## config.mk

```make
export PLATFORM = sky130hd
export DESIGN_NAME = parallel_to_serial_tx
export DESIGN_NICKNAME = d
export VERILOG_FILES = /design/src/rtl/serie_paralelo_pkg.sv /design/src/rtl/parallel_to_serial_tx_bit_timer.sv /design/src/rtl/parallel_to_serial_tx.sv
export SDC_FILE = /design/constraint.sdc
export NUM_CORES = 1
export LEC_CHECK = 0
export CELL_PAD_IN_SITES_DETAIL_PLACEMENT = 1
export CELL_PAD_IN_SITES_GLOBAL_PLACEMENT = 1
export CORE_MARGIN = 10
export CORE_UTILIZATION = 25
export DETAILED_ROUTE_END_ITERATION = 10
export GPL_ROUTABILITY_DRIVEN = 0
export PLACE_DENSITY = 0.5
export SLEW_MARGIN = 20
export SYNTH_ARGS = -nofsm -noshare
export SYNTH_HDL_FRONTEND = slang
export SYNTH_SLANG_ARGS = --single-unit
```

## constraint.sdc

```tcl
create_clock -name clk -period 1.4 [get_ports clk]
set_input_delay 0.28 -clock clk [delete_from_list [all_inputs] [get_ports clk]]
set_output_delay 0.28 -clock clk [all_outputs]
set_load 0.01 [all_outputs]
```

## src/rtl/serie_paralelo_pkg.sv

```systemverilog
// serie_paralelo_pkg
// Types and constants shared by the serial/parallel link blocks.
//   tx_state_t     : transmitter FSM states (PARITY is only reachable when
//                    the design is built with PISO_PARITY_EN defined)
//   SP_WIDTH       : default link word width
//   frame_bits()   : number of serial bit periods per frame for a word width
// Optional build macro: PISO_PARITY_EN (adds one even-parity bit per frame).
package serie_paralelo_pkg;

  typedef enum logic [1:0] {
    IDLE   = 2'd0,
    SHIFT  = 2'd1,
    PARITY = 2'd2
  } tx_state_t;

  localparam int SP_WIDTH = 4;

  function automatic int frame_bits(input int width);
`ifdef PISO_PARITY_EN
    return width + 1;
`else
    return width;
`endif
  endfunction

endpackage

```

## src/rtl/parallel_to_serial_tx_bit_timer.sv

```systemverilog
// bit_timer
// Bit-period timer for the serial transmitter. Down-counts from
// CLKS_PER_BIT-1 to 0 and reloads; bit_tick is high on the last clk cycle of
// each bit period.
//   clk      : clock, rising edge
//   reset    : asynchronous, active-high reset (counter cleared to 0)
//   start    : restart the bit period (loads CLKS_PER_BIT-1)
//   bit_tick : terminal count of the current bit period
// With CLKS_PER_BIT=1 the counter stays at 0, so bit_tick is always high.
module bit_timer #(
  parameter int CLKS_PER_BIT = 1
) (
  input  logic clk,
  input  logic reset,
  input  logic start,
  output logic bit_tick
);

  localparam int CW = (CLKS_PER_BIT > 1) ? $clog2(CLKS_PER_BIT) : 1;
  localparam logic [CW-1:0] LAST = CW'(CLKS_PER_BIT - 1);

  logic [CW-1:0] clk_cnt;

  assign bit_tick = (clk_cnt == '0);

  always_ff @(posedge clk or posedge reset) begin
    if (reset) begin
      clk_cnt <= '0;
    end else if (start || bit_tick) begin
      clk_cnt <= LAST;
    end else begin
      clk_cnt <= clk_cnt - 1'b1;
    end
  end

endmodule

```

## src/rtl/parallel_to_serial_tx.sv

```systemverilog
// parallel_to_serial_tx
// Parallel-in, serial-out transmitter: accepts a WIDTH-bit word and sends it
// MSB-first, each bit held for CLKS_PER_BIT clk cycles.
//   clk          : clock, rising edge
//   reset        : asynchronous, active-high reset
//   data_in      : parallel word, sampled only when accepted
//   load_valid   : requester offers data_in
//   load_ready   : transmitter can accept a word (IDLE only)
//   serial_out   : registered serial data
//   serial_valid : serial_out carries a frame bit
//   done         : one-cycle pulse in the first IDLE cycle after a frame
// Handshake: a word is accepted on a rising edge where load_valid and
// load_ready are both high; load_valid while load_ready is low is dropped.
// Optional build macro: PISO_PARITY_EN appends an even-parity bit.
module parallel_to_serial_tx
  import serie_paralelo_pkg::*;
#(
  parameter int WIDTH        = SP_WIDTH,
  parameter int CLKS_PER_BIT = 1
) (
  input  logic             clk,
  input  logic             reset,
  input  logic [WIDTH-1:0] data_in,
  input  logic             load_valid,
  output logic             load_ready,
  output logic             serial_out,
  output logic             serial_valid,
  output logic             done
);

  localparam int BW = $clog2(WIDTH);
  localparam logic [BW-1:0] LAST_BIT = BW'(WIDTH - 1);

  tx_state_t        state, state_n;
  logic [WIDTH-1:0] shift_reg, shift_n;
  logic [BW-1:0]    bit_cnt, bit_cnt_n;
  logic             done_n;
  logic             serial_out_n;
  logic             serial_valid_n;
  logic             start;
  logic             bit_tick;
`ifdef PISO_PARITY_EN
  logic             parity_reg, parity_n;
`endif

  bit_timer #(.CLKS_PER_BIT(CLKS_PER_BIT)) u_bit_timer (
    .clk      (clk),
    .reset    (reset),
    .start    (start),
    .bit_tick (bit_tick)
  );

  assign load_ready = (state == IDLE);

  always_comb begin
    state_n   = state;
    shift_n   = shift_reg;
    bit_cnt_n = bit_cnt;
    done_n    = 1'b0;
    start     = 1'b0;
`ifdef PISO_PARITY_EN
    parity_n  = parity_reg;
`endif
    case (state)
      IDLE: begin
        if (load_valid) begin
          shift_n   = data_in;
          bit_cnt_n = '0;
          start     = 1'b1;
          state_n   = SHIFT;
`ifdef PISO_PARITY_EN
          parity_n  = ^data_in;
`endif
        end
      end
      SHIFT: begin
        if (bit_tick) begin
          shift_n = {shift_reg[WIDTH-2:0], 1'b0};
          if (bit_cnt == LAST_BIT) begin
            // Wrap explicitly so a non-power-of-two WIDTH never overflows.
            bit_cnt_n = '0;
`ifdef PISO_PARITY_EN
            state_n   = PARITY;
`else
            state_n   = IDLE;
            done_n    = 1'b1;
`endif
          end else begin
            bit_cnt_n = bit_cnt + 1'b1;
          end
        end
      end
`ifdef PISO_PARITY_EN
      PARITY: begin
        if (bit_tick) begin
          state_n = IDLE;
          done_n  = 1'b1;
        end
      end
`endif
      default: state_n = IDLE;
    endcase

    // Output flops are loaded from the next-state view so serial_out and
    // serial_valid change on the same edge as the state they describe.
    serial_valid_n = (state_n != IDLE);
    serial_out_n   = 1'b0;
    if (state_n == SHIFT) begin
      serial_out_n = shift_n[WIDTH-1];
    end
`ifdef PISO_PARITY_EN
    if (state_n == PARITY) begin
      serial_out_n = parity_n;
    end
`endif
  end

  always_ff @(posedge clk or posedge reset) begin
    if (reset) begin
      state        <= IDLE;
      shift_reg    <= '0;
      bit_cnt      <= '0;
      done         <= 1'b0;
      serial_out   <= 1'b0;
      serial_valid <= 1'b0;
`ifdef PISO_PARITY_EN
      parity_reg   <= 1'b0;
`endif
    end else begin
      state        <= state_n;
      shift_reg    <= shift_n;
      bit_cnt      <= bit_cnt_n;
      done         <= done_n;
      serial_out   <= serial_out_n;
      serial_valid <= serial_valid_n;
`ifdef PISO_PARITY_EN
      parity_reg   <= parity_n;
`endif
    end
  end

endmodule
```

==> flow_summary_export.csv, run 1 <==
group,metric,value,unit
sta,fmax,757,MHz
drt,dr_total_vias,395,
job,drv_cap,0,
synth,synth_seq_cells,12,
setup_path,worstPathRequired,1550,ps
synth,synthDistinctLibCells,21,
clock_network,clkSinkCount,12,
finish,syn2layout_area_growth,33.4,%
clock_network,insertion_delay,260,ps
sta,period_share,94.3,%
global_routing,antenna_found_initial,0,
floorplan,die_h,66.0,µm
drt,drc,0,
drt,first_pass_iters,2,
clock_network,numCtsBuffers,3,
setup_path,path_class,"flop to flop",
sta,clock_skew,3.25,ps
floorplan,rows,16,
place,dp_slack,-67.8,ps
finish,utilization,35.5,%
setup_path,cp.arrival,1470,ps
drt,wire_per_inst,12.7,µm
clock_network,root_buffer,"clkbuf_4",
finish,diodes,0,
hold_path,min_path_type,"input pin to async pin",
floorplan,die_width,66.0,µm
global_routing,grt_overflow,0,
place,dp.final_hpwl,901,µm
global_routing,grt_pass1_vias,422,
global_routing,grt_pass1_wl,1880,µm
outcome,status,"finished clean",
finish,drive_above_1_share,20.0,%
sta,hold_slack,322,ps
place,placement.io_buffers,10,
setup_path,crit_path_max_fanout,8,
finish,layout.nets,69,
synth,netlist_area,528,µm²
clock_network,ctsHtreeMaxLevel,1,
clock_network,cts_setup_buffers,0,
power,total_power,0.000839,W
sta,worst_slack,79.7,ps
global_routing,grt_max_degree,13,
synth,syn-instance-count,43,
sta,slew_viol_final,0,
sta,setup_viol,0,
global_routing,grt_usage,5.72,%
floorplan,io_pins,11,
sta,hold_viol_final,0,
floorplan,die_area,4350,µm²
finish,largest_reg_flops,4,
sta,rsz0062_at_grt,"false",
floorplan,start_util,26.6,%
synth,syn_area_per_cell,12.3,µm²
synth,synth_warnings,0,
floorplan,core,1980,µm²
synth,ys_seq_area_share,56.9,%
clock_network,clkTransAtPathRegs,80,ps
power,leakagePower,0.343,nW
setup_path,startpoint_type,"flop",
clock_network,cts_max_path_buffers,2,
setup_path,setup.worst_path.end_class,"flop",
drt,routed_wirelength,1110,µm
power,peakVddDrop,0.000551,V
sta,period_needed,1320,ps
drt,routed_via_density,4.54,
drt,drtAntennaViolNets,0,
drt,drt-initial-drc-count,7,
clock_network,cts_tree,"done",
power,p_per_area,1190,nW/µm²
==> area by class of cell <==
type,count,area (µm²)
Timing Repair Buffer,13,114
Tap cell,27,33.8
Fill cell,221,1280
Multi-Input combinational cell,28,209
Sequential cell,12,300
Clock buffer,4,36.3
Inverter,3,11.3
==> cell usage in the layout (no fill, tap or decap) <==
master,instances
dfrtp_1,12
a32o_1,1
nor2_2,1
nor4bb_1,1
a31oi_1,2
buf_4,3
a21oi_2,1
and3_1,2
clkbuf_4,3
nand3_1,1
a22o_1,3
clkbuf_8,1
inv_1,3
dlygate4sd2_1,3
a22o_2,1
o21bai_1,2
nand2_1,2
clkdlybuf4s50_1,6
nor3b_4,1
ha_1,1
a32oi_1,1
and2_1,1
conb_1,2
a221o_1,2
clkbuf_2,1
nor2_1,3
==> cells in the mapped netlist <==
| cell type | number | share of area [%] |
|---|---|---|
| buf_6 | 1 | 2.1 |
| a31oi_1 | 2 | 2.4 |
| a21oi_2 | 1 | 1.7 |
| and2_1 | 1 | 1.2 |
| dfrtp_1 | 12 | 57 |
| nand2_1 | 2 | 1.4 |
| nor2_2 | 1 | 1.2 |
| conb_1 | 1 | 0.71 |
| a22o_2 | 1 | 1.9 |
| ha_1 | 1 | 2.4 |
| and3_1 | 2 | 2.4 |
| nor2_1 | 3 | 2.1 |
| a22o_1 | 3 | 5.0 |
| a32o_1 | 1 | 1.9 |
| a221o_1 | 2 | 3.8 |
| nor3b_4 | 1 | 3.6 |
| inv_1 | 3 | 2.1 |
| a32oi_1 | 1 | 1.7 |
| o21bai_1 | 2 | 2.8 |
| nor4bb_1 | 1 | 1.9 |
| nand3_1 | 1 | 0.95 |
==> through the flow <==
| step | TNS (ps) | cell area, µm² | instances |
|---|---|---|---|
| after floorplan | 0 | 532 | 44 |
| after global placement | -140 | 677 | 83 |
| after detailed placement | -220 | 677 | 83 |
| after CTS | 0 | 708 | 87 |
| after global routing | 0 | 704 | 87 |
| final | 0 | 704 | 87 |
==> critical path: stages (launching register included) <==
cell     delay, ps
dfrtp_1        390
buf_4          170
nor3b_4        270
a21oi_2         80
a221o_1        300
==> layer usage <==
metal,global-route usage (%),vias up,routed length [µm]
met5,0,-,0
met4,3.14,0,0
met3,3.73,0,104
met2,8.33,10,523
met1,6.17,193,476
li1,-,192,-
==> path summary, 6_finish.rpt <==
path	depth (start not counted)	slack (ps)	from	to
max in group asynchronous	2	770	reset	u_bit_timer.clk_cnt
min in group clk	1	500	shift_reg[0]	shift_reg[0]
setup reg to reg	4	80	state[0]	shift_reg[1]
hold / removal	2	320	reset	state[0]
hold reg to reg	1	500	shift_reg[0]	shift_reg[0]
setup / recovery	4	80	state[0]	shift_reg[1]
==> cells by family after synthesis <==
logic type      after synthesis  share of synthesized area [%]
simple gates                 12                           14.7
buf+inv                       4                           4.27
flops                        12                           56.9
other cells                   1                          0.710
fa+ha+maj                     1                           2.37
compound gates               13                           21.1
==> where the power goes <==
part,internal (W),switching [W]
clock network,0.000158,0.000111
logic,0.0000827,0.0000625
registers,0.000391,0.0000343
==> what timing repair did <==
action | 4_1_cts | 5_1_grt
resized for setup | 4 | 2
setup endpoints to repair | 4 | 1
hold buffers | 0 | 0
cloned | 0 | 0
Note: power is estimated with default switching activity, not from simulation.
==> inputs of run 2 (changes only) <==
--- a/config.mk
+++ b/config.mk
@@ -11,7 +11,7 @@
 export CORE_UTILIZATION = 25
 export DETAILED_ROUTE_END_ITERATION = 10
 export GPL_ROUTABILITY_DRIVEN = 0
-export PLACE_DENSITY = 0.5
+export PLACE_DENSITY_LB_ADDON = 0.1
 export SLEW_MARGIN = 20
 export SYNTH_ARGS = -nofsm -noshare
 export SYNTH_HDL_FRONTEND = slang
==> run 2 against run 1 <==
Compared with the run above: wire length increased by 1.3%; critical path depth decreased by 2; global-route usage increased by 0.41 points; non-clock buffer count unchanged; via count decreased by 3.5%; total power decreased by 7.3%; worst hold slack got worse by 7.1 ps; largest cell class unchanged.
==> flow_summary_export.csv, run 2 (synthesis gave the netlist of run 1 again) <==
group,metric,value,unit
job,drv_cap,0,
power,swShare,26.1,%
sta,period_needed,1340,ps
floorplan,core,1980,µm²
finish,final_common_cell,"dfrtp_1",
drt,routed_wirelength,1120,µm
setup_path,crit_path_max_fanout,2,
clock_network,clkTransAtPathRegs,70,ps
floorplan,io_pins,11,
place,placement.io_buffers,10,
floorplan,start_util,26.6,%
finish,stdcell_area,696,µm²
setup_path,setup.worst_path.end_class,"output pin",
global_routing,antenna_found_initial,0,
finish,fillers,220,
floorplan,die_area,4350,µm²
finish,diodes,0,
clock_network,root_buffer,"clkbuf_4",
hold_path,min_path_type,"input pin to async pin",
power,p_int,0.000575,W
setup_path,startpoint,"state[0]",
power,p_switching,0.000203,W
place,dpl_cell_area,677,µm²
clock_network,ctsHtreeMaxLevel,1,
outcome,status,"finished clean",
global_routing,grt_usage,6.14,%
setup_path,path_class,"flop to output pin",
setup_path,critical_path.cell_chain,"nor2_2 -> clkdlybuf4s15_1",
power,p_seq_share,54.8,%
finish,utilization,35.1,%
floorplan,die_width,66.0,µm
drt,drtAntennaViolNets,0,
floorplan,rows,16,
drt,dr_total_vias,381,
setup_path,cp.arrival,1060,ps
setup_path,critPathMaxStageDelay,400,ps
setup_path,startpoint_type,"flop",
finish,largest_reg_flops,4,
setup_path,reg2reg_from,"state[1]",
clock_network,cts_max_path_buffers,2,
global_routing,grt_max_degree,13,
global_routing,grt_pass1_vias,453,
setup_path,crit_buf_inv,1,
drt,first_pass_iters,4,
setup_path,worstPathRequired,1120,ps
finish,drive_above_1_share,16.9,%
setup_path,cp_top_family,"flip-flops",
finish,syn2layout_area_growth,31.8,%
sta,hold_viol_final,0,
power,leakagePower,0.336,nW
clock_network,clkSinkCount,12,
setup_path,crit_slowest_cell,"dfrtp_1",
sta,fmax,749,MHz
drt,wire_per_inst,13.0,µm
finish,layout.nets,69,
power,peakVddDrop,0.000527,V
power,p_clk_share,26.1,%
finish,layout_common_cells,"dfrtp_1 (12), clkdlybuf4s50_1 (6)",
place,dp.final_hpwl,903,µm
clock_network,cts_tree,"done",
sta,setup_viol,0,
sta,clock_skew,6.44,ps
clock_network,numCtsBuffers,3,
sta,period_share,95.4,%
power,p_per_area,1120,nW/µm²
drt,routed_via_density,4.43,
power,power_frac_comb,19.1,%
global_routing,grt_overflow,0,
clock_network,insertion_delay,270,ps
drt,drc,0,
sta,slew_viol_final,0,
global_routing,grt_pass1_wl,2030,µm
sta,rsz0062_at_grt,"false",
drt,drt-initial-drc-count,7,
floorplan,die_h,66.0,µm
clock_network,cts_setup_buffers,0,
## run 2: per-layer routing
metal / global-route usage [%] / up-vias / share of wire (%)
li1: - / 188 / -
met1: 6.36 / 183 / 47
met2: 9.18 / 8 / 44
met3: 3.22 / 2 / 8.2
met4: 4.71 / 0 / 0.98
met5: 0 / - / 0
## run 2: repair_timing
| action | 4_1_cts | 5_1_grt |
|---|---|---|
| gates cloned | 0 | 0 |
| hold buffers | 0 | 0 |
| gates resized for setup | 4 | 1 |
| endpoints found under the setup margin | 4 | 1 |
## run 2: area by class of cell
type	count	area (µm²)	area share, %
inverter	3	11.3	1.62
timing repair buffer	13	119	17.1
multi-input combinational	28	209	30.0
clock buffer	3	22.5	3.24
sequential	12	300	43.2
tap	27	33.8	4.86
## run 2: path summary, 6_finish.rpt
check                               endpoint  slack, ps  cells past startpoint
worst max-delay path              load_ready         60                      2
worst min-delay path            shift_reg[0]        310                      2
worst max register to register  shift_reg[2]        110                      4
worst min register to register  shift_reg[0]        510                      1
max in group asynchronous       shift_reg[3]        770                      2
min in group clk                shift_reg[0]        510                      1
## run 2: power by group through the flow
| stage | sequential (W) | clock (W) | combinational [W] |
|---|---|---|---|
| after floorplan | 0.000427 | 0 | 0.0000943 |
| after global placement | 0.000431 | 0 | 0.000150 |
| after detailed placement | 0.000432 | 0 | 0.000156 |
| after CTS | 0.000426 | 0.000213 | 0.000152 |
| after global routing | 0.000435 | 0.000231 | 0.000167 |
| final | 0.000426 | 0.000203 | 0.000148 |
## run 2: worst reg2reg max path: stages, from the launching register on
cell,delay [ps]
dfrtp_1,390
buf_4,160
nor3b_4,260
a21oi_2,70
a221o_1,300
## run 2: per-stage QoR
step / instances / setup WS [ps] / hold slack, ps / power [W] / setup TNS, ps
finish: 86 / 64.9 / 315 / 0.000778 / 0
global placement: 83 / -33.1 / 482 / 0.000580 / -83.6
CTS: 86 / 19.9 / 332 / 0.000791 / 0
detailed placement: 83 / -122 / 497 / 0.000589 / -439
global route: 86 / 0.884 / 356 / 0.000834 / 0
floorplan: 44 / 167 / 145 / 0.000521 / 0
